### config.mk
export PLATFORM = sky130hd
export DESIGN_NAME = dmi_responder
export DESIGN_NICKNAME = d
export VERILOG_FILES = /design/src/rtl/dmi_responder.sv
export SDC_FILE = /design/constraint.sdc
export NUM_CORES = 1
export LEC_CHECK = 0
export BUFFER_PORTS_ARGS = -buffer_cell sky130_fd_sc_hd__buf_2
export CAP_MARGIN = 10
export CELL_PAD_IN_SITES_DETAIL_PLACEMENT = 0
export CELL_PAD_IN_SITES_GLOBAL_PLACEMENT = 1
export CORE_MARGIN = 2
export CORE_UTILIZATION = 48
export CTS_BUF_LIST = sky130_fd_sc_hd__clkbuf_16
export DETAILED_ROUTE_END_ITERATION = 6
export GPL_TIMING_DRIVEN = 0
export PLACE_DENSITY = 0.85
export SLEW_MARGIN = 30
export SYNTH_ARGS = -nofsm -noshare
export SYNTH_HDL_FRONTEND = slang
export SYNTH_SLANG_ARGS = --single-unit
export TNS_END_PERCENT = 10
### constraint.sdc
create_clock -name clk -period 4.65 [get_ports clk]
set_input_delay 0.2325 -clock clk [delete_from_list [all_inputs] [get_ports clk]]
set_output_delay 0.2325 -clock clk [all_outputs]
set_load 0.01 [all_outputs]
### src/rtl/dmi_responder.sv
// dmi_responder
//
// Debug-module-interface register responder. It accepts one DMI request at a
// time, services it against a bank of 32-bit registers and returns a single
// response through a valid/ready handshake.
//
// Parameters
//   NUM_REGS   : number of 32-bit registers in the bank (1..32)
//   ADDR_BASE  : DMI address of register 0
//   RD_LATENCY : extra wait cycles inserted before a read response (0..15)
//
// Ports
//   clk                  : sole clock, all state on the rising edge
//   reset_n              : asynchronous active-low reset
//   debug_req_valid      : request present
//   debug_req_ready      : responder accepts request (only while idle)
//   debug_req_bits_addr  : 7-bit register address
//   debug_req_bits_op    : 0 nop, 1 read, 2 write, 3 reserved
//   debug_req_bits_data  : write data
//   debug_resp_valid     : response present
//   debug_resp_ready     : initiator accepts response
//   debug_resp_bits_resp : 0 success, 2 failed
//   debug_resp_bits_data : read data, otherwise 0
//   regs_q               : flat bank contents, register i at [32i+31:32i]
//
// Configuration macro
//   DMI_RESPONDER_ADDR_CHECK_EN : when defined, reads/writes outside the bank
//   answer "failed"; otherwise they answer success with zero data and writes
//   are silently dropped.

module dmi_responder #(
    parameter int unsigned NUM_REGS   = 16,
    parameter logic [6:0]  ADDR_BASE  = 7'h04,
    parameter int unsigned RD_LATENCY = 2
) (
    input  logic                     clk,
    input  logic                     reset_n,
    input  logic                     debug_req_valid,
    output logic                     debug_req_ready,
    input  logic [6:0]               debug_req_bits_addr,
    input  logic [1:0]               debug_req_bits_op,
    input  logic [31:0]              debug_req_bits_data,
    output logic                     debug_resp_valid,
    input  logic                     debug_resp_ready,
    output logic [1:0]               debug_resp_bits_resp,
    output logic [31:0]              debug_resp_bits_data,
    output logic [32*NUM_REGS-1:0]   regs_q
);

    localparam int unsigned IDX_W    = (NUM_REGS > 1) ? $clog2(NUM_REGS) : 1;
    localparam int unsigned ADDR_END = 32'(ADDR_BASE) + NUM_REGS;
    localparam logic [3:0]  LAT_M1   = (RD_LATENCY > 0) ? 4'(RD_LATENCY - 1) : 4'd0;

    localparam logic [1:0] OP_NOP    = 2'd0;
    localparam logic [1:0] OP_READ   = 2'd1;
    localparam logic [1:0] OP_WRITE  = 2'd2;
    localparam logic [1:0] RESP_OK   = 2'd0;
    localparam logic [1:0] RESP_FAIL = 2'd2;

`ifdef DMI_RESPONDER_ADDR_CHECK_EN
    localparam logic [1:0] MISS_RESP = RESP_FAIL;
`else
    localparam logic [1:0] MISS_RESP = RESP_OK;
`endif

    typedef enum logic [1:0] {
        IDLE = 2'd0,
        WAIT = 2'd1,
        RESP = 2'd2
    } state_e;

    state_e             state_q, state_d;
    logic [3:0]         cnt_q, cnt_d;
    logic [IDX_W-1:0]   idx_q, idx_d;
    logic               hit_q, hit_d;
    logic [1:0]         resp_q, resp_d;
    logic [31:0]        rdata_q, rdata_d;
    logic [31:0]        bank_q [NUM_REGS];

    logic               req_fire;
    logic               req_hit;
    logic [IDX_W-1:0]   req_idx;
    logic               wr_en;

    // Address decode is done in 32 bits so that ADDR_BASE+NUM_REGS never
    // wraps inside the 7-bit address space.
    assign req_hit = ({25'd0, debug_req_bits_addr} >= 32'(ADDR_BASE)) &&
                     ({25'd0, debug_req_bits_addr} <  ADDR_END);
    assign req_idx = IDX_W'(debug_req_bits_addr - ADDR_BASE);

    // Ready is gated by reset_n so it stays low while reset is held, even
    // though the state register already reads IDLE.
    assign debug_req_ready      = (state_q == IDLE) && reset_n;
    assign req_fire             = debug_req_valid && debug_req_ready;
    assign debug_resp_valid     = (state_q == RESP);
    assign debug_resp_bits_resp = resp_q;
    assign debug_resp_bits_data = rdata_q;

    // Next-state logic. Response fields are only loaded on entry to RESP and
    // cleared on exit, so they hold steady for as long as the initiator
    // stalls. Reads capture the bank on the way into RESP, which is what
    // makes any earlier write visible to them.
    always_comb begin
        state_d = state_q;
        cnt_d   = cnt_q;
        idx_d   = idx_q;
        hit_d   = hit_q;
        resp_d  = resp_q;
        rdata_d = rdata_q;
        wr_en   = 1'b0;
        case (state_q)
            IDLE: begin
                if (req_fire) begin
                    resp_d  = RESP_OK;
                    rdata_d = 32'd0;
                    state_d = RESP;
                    case (debug_req_bits_op)
                        OP_READ: begin
                            idx_d = req_idx;
                            hit_d = req_hit;
                            if (RD_LATENCY == 0) begin
                                rdata_d = req_hit ? bank_q[req_idx] : 32'd0;
                                resp_d  = req_hit ? RESP_OK : MISS_RESP;
                            end else begin
                                state_d = WAIT;
                                cnt_d   = LAT_M1;
                            end
                        end
                        OP_WRITE: begin
                            if (req_hit) begin
                                wr_en = 1'b1;
                            end else begin
                                resp_d = MISS_RESP;
                            end
                        end
                        OP_NOP: begin
                            resp_d = RESP_OK;
                        end
                        default: begin
                            resp_d = RESP_FAIL;
                        end
                    endcase
                end
            end
            WAIT: begin
                if (cnt_q == 4'd0) begin
                    state_d = RESP;
                    rdata_d = hit_q ? bank_q[idx_q] : 32'd0;
                    resp_d  = hit_q ? RESP_OK : MISS_RESP;
                end else begin
                    cnt_d = 4'(cnt_q - 4'd1);
                end
            end
            RESP: begin
                if (debug_resp_ready) begin
                    state_d = IDLE;
                    resp_d  = RESP_OK;
                    rdata_d = 32'd0;
                end
            end
            default: begin
                state_d = IDLE;
            end
        endcase
    end

    // Control and response registers; reset abandons any in-flight request.
    always_ff @(posedge clk or negedge reset_n) begin
        if (!reset_n) begin
            state_q <= IDLE;
            cnt_q   <= 4'd0;
            idx_q   <= '0;
            hit_q   <= 1'b0;
            resp_q  <= RESP_OK;
            rdata_q <= 32'd0;
        end else begin
            state_q <= state_d;
            cnt_q   <= cnt_d;
            idx_q   <= idx_d;
            hit_q   <= hit_d;
            resp_q  <= resp_d;
            rdata_q <= rdata_d;
        end
    end

    // Register bank; writes land on the same edge that accepts the request.
    always_ff @(posedge clk or negedge reset_n) begin
        if (!reset_n) begin
            for (int i = 0; i < NUM_REGS; i++) begin
                bank_q[i] <= 32'd0;
            end
        end else if (wr_en) begin
            bank_q[req_idx] <= debug_req_bits_data;
        end
    end

    // Flatten the bank for external observation.
    for (genvar g = 0; g < NUM_REGS; g++) begin : g_flat
        assign regs_q[32*g +: 32] = bank_q[g];
    end

endmodule

### Word-level counts from Yosys, hierarchy flattened

Cells that the tools add are included.

* bits in registers: 557
* input bits: 45
* output and inout bits: 548

* $add $sub $neg: 2
* $lt $le $gt $ge: 5
* eq/ne operators: 9
* multiplexer cells: 28
* bitwise gates (word level): 2
* reduce and logical (&&, ||, !) cells: 14

Operator list (number)
* $bwmux 512: 1
* $mux 32: 7
* $bmux 32 s4: 1
* $demux 32 s4: 1
* $pmux 32 s3: 1
* $mux 2: 7
* $mux 4: 3
* $pmux 2 s3: 2
* $ge 5x5->1 const B: 2
* $not 4->5: 2
* $pmux 4 s2: 1
* $reduce_and 4->1: 2
* $ge 7x3->1 const B: 1
* $lt 7x5->1 const B: 1
* $ne 2x2->1 const B: 3
* $reduce_and 3->1: 2
* $lt 5x1->1 const B: 1
* $eq 2x1->1 const B: 2
* $eq 2x2->1 const B: 2
* $logic_and 1x1->1: 4
* $logic_not 2->1: 2
* $logic_not 4->1: 1
* $mux 1: 4
* $ne 2x1->1 const B: 2
* 5 further kinds: 5

### Depth between registers and ports, before layout

Gate-level depths: netlist (run 1).

* depth after elaboration: 7
* depth in mapped cells: 8
* depth with buffers taken out: 6

### Worst setup path before layout (run 1)

Ideal clock, no wire load.

* path kind: flip-flop to flip-flop
* start point: register state_q[0]
* end point: register bank_q (netlist bit regs_q[398])
* library setup time: 0.125 ns
* arrival time: 2.295 ns
* required time: 4.525 ns
* path slack: 2.230 ns
* cell stages (with the launch flop): 9
* buffers on the path: 3
* clock period less this slack: 2.420 ns
* path through: dfrtp_1 > inv_1 > ha_1 > clkbuf_1 > nand4_1 > clkbuf_1 > nor3_1 > buf_2 > mux2_2

* word-level cells in the longest chain between the ends: 5

Ends and longest elaborated chain
* from (decl): RTL line 72 `state_e state_q, state_d;`
* from (signal assigned): RTL line 177 `state_q <= state_d;`
* $logic_not 2->1 *: RTL line 93, 111
* $logic_and 1x1->1: RTL line 93 `assign debug_req_ready = (state_q == IDLE) && reset_n;`
* $logic_and 1x1->1: RTL line 94 `assign req_fire = debug_req_valid && debug_req_ready;`
* $mux 1: RTL line 113 `if (req_fire) begin`
* $mux 1 *: RTL line 111 `case (state_q)`
* to (signal, indexed assignment): RTL line 193 `bank_q[req_idx] <= debug_req_bits_data;`
* to (decl): RTL line 78 `logic [31:0] bank_q [NUM_REGS];`

Mark *: on every way between the ends. The rest lies on a longest branch, timed or not.
A chain may end at the register's enable or synchronous reset.

### Worst setup path after layout (run 1)

* start point: input port reset_n
* end point: register bank_q (netlist bit regs_q[308])

* word-level cells in the longest chain between the ends: 4

Ends and longest elaborated chain
* from (decl): RTL line 37 `input logic reset_n,`
* $logic_and 1x1->1: RTL line 93
* $logic_and 1x1->1: RTL line 94
* $mux 1: RTL line 113
* $mux 1: RTL line 111

Every way passes these cells.

==> impl_summary.log, run 1 <==
[metrics] share of flip-flops with an asynchronous set or reset after synthesis: 100%
[metrics] post-CTS sizing: 0
[metrics] cell area after placement: 0.0289 sq mm
[metrics] worst min path class: input port to flip-flop
[metrics] sequential element share of the synthesized area: 56.0%
[metrics] area added between synthesis and finish: 25.2%
[metrics] number of design rule violations left after detail routing: 0
[metrics] Leak Pwr: 16.7 nW
[metrics] via count: 17772
[metrics] CTS sink cnt: 556
[metrics] Required @ worst endpoint: 5.15 ns
[metrics] number of hold-slack violations in the final timing report: 0
[metrics] met1 track demand over resource in global routing: 41.7%
[metrics] combinational share of power: 21.2%
[metrics] Final Cell Area: 0.0311 sq mm
[metrics] relative contribution of sequential cells to total power: 42.4%
[metrics] CP Class: input port to flip-flop
[metrics] Skew-Pair Late Insertion Delay: 0.63 ns
[metrics] IO Port Bufs: 591
[metrics] slew of the pin with the lowest slew margin: 1.03 ns
[metrics] proportion of layout cells with a drive suffix above 1: 59.6%
[metrics] overflow left after global routing: 0
[metrics] number of antenna violations at the first check in global routing: 1
[metrics] max-slew violations: 0
[metrics] TritonCTS Buffers: 57
[metrics] largest net degree at the start of global routing: 91
[metrics] Iteration-0 DRC Markers: 1238
[metrics] initial standard-cell utilization of the core: 48.5%
[metrics] number of setup violations in the final report: 0
[metrics] area of the die: 0.0536 sq mm
[metrics] number of enable-type register cells in the synthesized netlist: 0
[metrics] relative max-transition margin: 31.3%
[metrics] Chip Height: 232 um
[metrics] fraction of the cycle the final worst path needs: 87.5%
[metrics] met2 capacity usage during global routing: 51.9%
[metrics] Clk network pwr share: 36.4%
[metrics] syn_nets: 1615
[metrics] fraction of power spent switching nets: 30.8%
[metrics] final net count: 2313
[metrics] max-cap viol count: 0
[metrics] CP startpoint kind: input port
[metrics] All-Layer GR Usage: 32.2%
[metrics] post-route setup slack: 0.580 ns
[metrics] wire length of the first global-routing pass: 126 mm
[metrics] CTS max path bufs: 3
[metrics] number of top-level design ports: 593
[metrics] total standard cell area after synthesis: 0.0248 sq mm
[metrics] area of the multi-input gates: 0.0104 sq mm
[metrics] sum of net half-perimeters after detailed placement: 63.6 mm
[metrics] RSZ-0062 raised after global routing: no
[metrics] library cells used by synthesis: 38
[metrics] Post-Route WL: 86.6 mm
[metrics] Setup crit end kind: flip-flop
[metrics] Yosys reg bits: 556
[metrics] met3 Use GR: 7.69%
[metrics] Avg Cell Area, Syn: 15.9 sq um
[metrics] post-route clock skew: 0.0198 ns
[metrics] peak clock frequency supported by timing: 246 MHz
[metrics] number of nets with antenna violations after detailed routing: 0
[metrics] Final Total Pwr: 11.9 mW
[metrics] Ys Warns: 0
[metrics] average via count per standard cell: 5.96
[metrics] Worst IR Drop VDD: 279 uV
[metrics] Cell Rows: 83
[metrics] Core Region: 0.0512 sq mm
[metrics] non-filler cells, final: 2984
[metrics] most used cells in the layout excluding fill and tap cells: sky130_fd_sc_hd__buf_2, sky130_fd_sc_hd__dfrtp_1, sky130_fd_sc_hd__mux2_2
[metrics] floorplan die width: 232 um
[metrics] clock tree from TritonCTS: built
[metrics] power per cell area: 383 mW/mm^2
[metrics] average wire per cell in the routed design: 29.0 um
[metrics] synthesized instance count: 1561
[metrics] CTS Root Buffer Type: sky130_fd_sc_hd__clkbuf_16
[metrics] critical path arrival: 4.57 ns
[metrics] layer with the highest usage: met2
[metrics] combined flip-flop and latch cell area: 0.0139 sq mm
[metrics] number of buffers added for setup after CTS: 0
[metrics] clock-pin slew on the worst setup and hold paths: 0.06 ns
[metrics] largest driver fanout on the critical path: 58
[metrics] Most used DFF post-synth: sky130_fd_sc_hd__dfrtp_1
[metrics] final critical delay including setup and external delays: 4.07 ns
[metrics] H-tree level count: 2
[metrics] commonest non-fill, non-tap cell in the layout: sky130_fd_sc_hd__buf_2
[metrics] cell count after placement: 2840
[metrics] fillcell total: 3967
[metrics] number of global-route vias before repair: 18240
[metrics] internal portion of total power: 8.23 mW
[metrics] Detailed Routing Iterations Pass 1: 5
[metrics] switching pwr: 3.67 mW
[metrics] result of the run: completed
[metrics] Setup WS pre-CTS: 0.515 ns
[metrics] gpl congestion: 0.850
-- kinds of logic after synthesis --
| kind of cell | count (synthesis) | synth area share (%) |
|---|---|---|
| buffers and inverters | 144 | 2.43 |
| AND/OR/NAND/NOR | 61 | 1.25 |
| AO/OA/AOI/OAI | 84 | 2.36 |
| multiplexers | 706 | 37.5 |
| other | 1 | 0.0151 |
| adder cells (fa/ha/maj) | 9 | 0.453 |
| flip-flops | 556 | 56.0 |
-- power by group through the flow --
stage          Sequential [mW]  Combinational, mW  Clock, mW
2_1_floorplan             5.15               1.44          0
3_3_place_gp              5.13               2.46          0
3_5_place_dp              5.13               2.51          0
4_1_cts                   5.04               2.54       4.38
5_1_grt                   5.06               2.67       4.57
6_report                  5.05               2.52       4.32
-- layer usage --
layer / wire length, um / part of all wire (%)
met5: 0 / 0
met2: 41900 / 48
met3: 6430 / 7.4
met4: 3810 / 4.4
met1: 34500 / 40
-- worst paths after layout --
kind / cells after the start / to / startpoint / slack [ns]
worst max-delay path: 10 / regs_q[308] / reset_n / 0.58
worst min-delay path: 3 / state_q[0] / debug_req_bits_op[1] / 0.06
worst max register to register: 8 / regs_q[308] / state_q[1] / 0.96
worst min register to register: 2 / hit_q / hit_q / 0.50
max in group asynchronous: 6 / regs_q[207] / reset_n / 2.67
min in group asynchronous: 2 / regs_q[93] / reset_n / 0.08
-- through the flow --
stage | utilization [%] | setup TNS (ns) | hold slack (ns)
floorplan | - | 0 | -0.0631
global placement | 56.0 | -8794.03 | 0.475
detailed placement | 56.5 | 0 | 0.127
CTS | 60.6 | 0 | 0.0123
global route | 60.7 | 0 | 0.0963
finish | 60.7 | 0 | 0.0594
-- registers in the layout (all words and copies together), names as in the netlist --
signal,cells
regs_q,512
debug_resp_bits_data,32
cnt_q,4
idx_q,4
state_q,2
debug_resp_bits_resp,1
hit_q,1
-- final cells by class --
type | count | area share (%)
sequential | 556 | 44.7
inverter | 8 | 0.0966
tap | 680 | 2.74
timing repair buffer | 639 | 11.5
buffer | 136 | 1.91
clock inverter | 45 | 0.998
multi-input combinational | 861 | 33.5
clock buffer | 57 | 4.59
antenna | 2 | 0.0161
-- repair_timing --
action | 4_1_cts | 5_1_grt
endpoints found under the setup margin | 0 | 0
hold buffers | 39 | 0
endpoints found under the hold margin | 288 | 0
-- synthesized netlist by cell type, types with 8 or more instances --
cell	number	area share (%)
sky130_fd_sc_hd__mux2_1	21	0.95
sky130_fd_sc_hd__inv_1	8	0.12
sky130_fd_sc_hd__buf_2	48	0.97
sky130_fd_sc_hd__mux2_2	493	22
sky130_fd_sc_hd__o21ai_0	36	0.73
sky130_fd_sc_hd__mux2i_1	64	2.6
sky130_fd_sc_hd__nand2_1	21	0.32
sky130_fd_sc_hd__mux4_2	128	12
sky130_fd_sc_hd__dfrtp_1	556	56
sky130_fd_sc_hd__o221ai_1	32	1.1
sky130_fd_sc_hd__clkbuf_1	40	0.60
sky130_fd_sc_hd__nor3_1	14	0.28
sky130_fd_sc_hd__ha_1	9	0.45
sky130_fd_sc_hd__buf_1	47	0.71
-- worst max-delay path: stages --
cell and delay [ns]:
sky130_fd_sc_hd__dlygate4sd3_1 0.56, sky130_fd_sc_hd__buf_8 0.29, sky130_fd_sc_hd__buf_16 0.30, sky130_fd_sc_hd__buf_16 0.32
sky130_fd_sc_hd__and4b_1 0.26, sky130_fd_sc_hd__nand4_1 0.36, sky130_fd_sc_hd__clkbuf_1 0.38, sky130_fd_sc_hd__nor3_1 0.85
sky130_fd_sc_hd__buf_2 0.56, sky130_fd_sc_hd__mux2_2 0.39
(Power assumes the default switching activity.)
==> inputs of run 2 (changes only) <==
GPL_TIMING_DRIVEN = not set   (was 0)
==> run 2 against run 1 <==
- clock power is 2% lower
- register-to-register slack better by 0.48 ns
- die area stayed put
- sequential share of layout area is 0.94 points higher
- largest cell class unchanged
==> impl_summary.log, run 2 (same netlist as run 1, synthesis figures left out) <==
[metrics] result of the run: completed
[metrics] Core Region: 0.0512 sq mm
[metrics] area of the die: 0.0536 sq mm
[metrics] Required @ worst endpoint: 5.14 ns
[metrics] commonest non-fill, non-tap cell in the layout: sky130_fd_sc_hd__buf_2
[metrics] number of nets with antenna violations after detailed routing: 0
[metrics] CP Class: flip-flop to flip-flop
[metrics] post-route clock skew: 0.0283 ns
[metrics] RR Endpoint: debug_resp_bits_data[16]
[metrics] average via count per standard cell: 5.96
[metrics] IO Port Bufs: 591
[metrics] TritonCTS Buffers: 57
[metrics] sum of net half-perimeters after detailed placement: 56.0 mm
[metrics] via count: 17031
[metrics] number of top-level design ports: 593
[metrics] max-cap viol count: 0
[metrics] gpl congestion: 0.876
[metrics] H-tree level count: 2
[metrics] average wire per cell in the routed design: 28.5 um
[metrics] final net count: 2186
[metrics] startpoint of the worst-slack reg-to-reg timing path: cnt_q[0]
[metrics] Skew-Pair Late Insertion Delay: 0.62 ns
[metrics] largest driver fanout on the critical path: 32
[metrics] Iteration-0 DRC Markers: 1179
[metrics] final critical delay including setup and external delays: 3.21 ns
[metrics] sum of negative setup slack: 0 ns
[metrics] power per cell area: 379 mW/mm^2
[metrics] destination of the worst hold path: regs_q[395]
[metrics] Min-Delay Startpoint: debug_req_bits_data[11]
[metrics] RSZ-0062 raised after global routing: no
[metrics] area added between synthesis and finish: 22.7%
[metrics] setup slack of the most critical reg-to-reg path: 1.44 ns
[metrics] Detailed Routing Iterations Pass 1: 5
[metrics] number of hold-slack violations in the final timing report: 0
[metrics] worst min path class: input port to flip-flop
[metrics] All-Layer GR Usage: 29.9%
[metrics] Worst Hold Path Cells: 2
[metrics] critical path arrival: 3.70 ns
[metrics] Inserted Diodes: 0
[metrics] clock tree from TritonCTS: built
[metrics] relative max-transition margin: 37.4%
[metrics] fillcell total: 3980
[metrics] proportion of layout cells with a drive suffix above 1: 62.5%
[metrics] floorplan die width: 232 um
[metrics] CTS max path bufs: 3
[metrics] CP startpoint kind: flip-flop
[metrics] Post-Route WL: 81.3 mm
[metrics] Cell Rows: 83
[metrics] max-slew violations: 0
[metrics] Chip Height: 232 um
[metrics] most used cells in the layout excluding fill and tap cells: sky130_fd_sc_hd__buf_2, sky130_fd_sc_hd__dfrtp_1, sky130_fd_sc_hd__mux2_2
[metrics] clock-pin slew on the worst setup and hold paths: 0.06 ns
[metrics] number of setup violations in the final report: 0
[metrics] largest net degree at the start of global routing: 189
[metrics] number of global-route vias before repair: 17422
[metrics] initial standard-cell utilization of the core: 48.5%
[metrics] slew of the pin with the lowest slew margin: 0.936 ns
[metrics] peak clock frequency supported by timing: 312 MHz
[metrics] Leak Pwr: 16.3 nW
[metrics] CTS Root Buffer Type: sky130_fd_sc_hd__clkbuf_16
[metrics] number of design rule violations left after detail routing: 0
[metrics] path depth of the worst reg2reg path: 6
[metrics] number of buffers added for setup after CTS: 0
[metrics] max reg flops: 512
[metrics] number of antenna violations at the first check in global routing: 0
[metrics] Layout Utilization: 59.5%
[metrics] wire length of the first global-routing pass: 118 mm
[metrics] fraction of the cycle the final worst path needs: 69.0%
[metrics] Setup crit end kind: flip-flop
[metrics] Worst IR Drop VDD: 300 uV
[metrics] overflow left after global routing: 0
[metrics] CTS sink cnt: 556
run 2: metal layers:
layer,track usage [%],part of all wire (%),vias to the layer above
li1,-,-,7019
met3,8.23,8.4,169
met2,48.0,48,747
met1,38.8,39,9096
met4,11.6,3.9,0
met5,0,0,-
run 2: where the power goes:
group / switching (mW) / total, mW / internal (mW)
registers: 0.337 / 5.30 / 4.96
logic: 1.16 / 2.03 / 0.872
clock network: 1.92 / 4.24 / 2.32
run 2: timing repair:
| item | in CTS | in global routing |
|---|---|---|
| hold buffers | 9 | 0 |
| endpoints found under the setup margin | 0 | 0 |
| hold endpoints to repair | 86 | 0 |
| gates resized for setup | 0 | 0 |
run 2: worst max path at each step:
| stage | start | endpoint | slack, ns |
|---|---|---|---|
| floorplan | state_q[0] | regs_q[398] | 2.23 |
| global placement | cnt_q[0] | debug_resp_bits_data[23] | 1.67 |
| detailed placement | reset_n | debug_resp_bits_data[16] | 1.47 |
| CTS | cnt_q[0] | debug_resp_bits_data[16] | 1.47 |
| global route | reset_n | debug_resp_bits_data[16] | 1.22 |
| finish | cnt_q[0] | debug_resp_bits_data[16] | 1.44 |
run 2: area by class of cell:
type / count / area [sq um] / share of cell area, %
inverters: 8 / 30.0 / 0.0985
clock buffers: 57 / 1430 / 4.68
repair buffers: 648 / 3550 / 11.6
well taps: 680 / 851 / 2.79
flip-flops and latches: 556 / 13900 / 45.7
clock inverters: 46 / 269 / 0.882
multi-input cells: 861 / 10400 / 34.2
run 2: worst max-delay path, cell delays in order, from the launching register on:
cell	delay [ns]
sky130_fd_sc_hd__dfrtp_1	0.40
sky130_fd_sc_hd__inv_1	0.09
sky130_fd_sc_hd__ha_1	0.16
sky130_fd_sc_hd__or3b_2	0.46
sky130_fd_sc_hd__a2111oi_0	0.74
sky130_fd_sc_hd__nand2_2	0.76
sky130_fd_sc_hd__o221ai_1	0.45
run 2: per-stage QoR:
step                      total power [mW]  worst slack [ns]  cell area, sq um  hold WS [ns]  cells
after floorplan                       6.58              2.23             24800       -0.0631   1561
after global placement                7.38              1.67             28600         0.283   2739
after detailed placement              7.42              1.47             28600         0.291   2741
after CTS                             11.7              1.47             30400        0.0177   2853
after global routing                  12.0              1.22             30500        0.0606   2856
final                                 11.6              1.44             30500        0.0643   2856
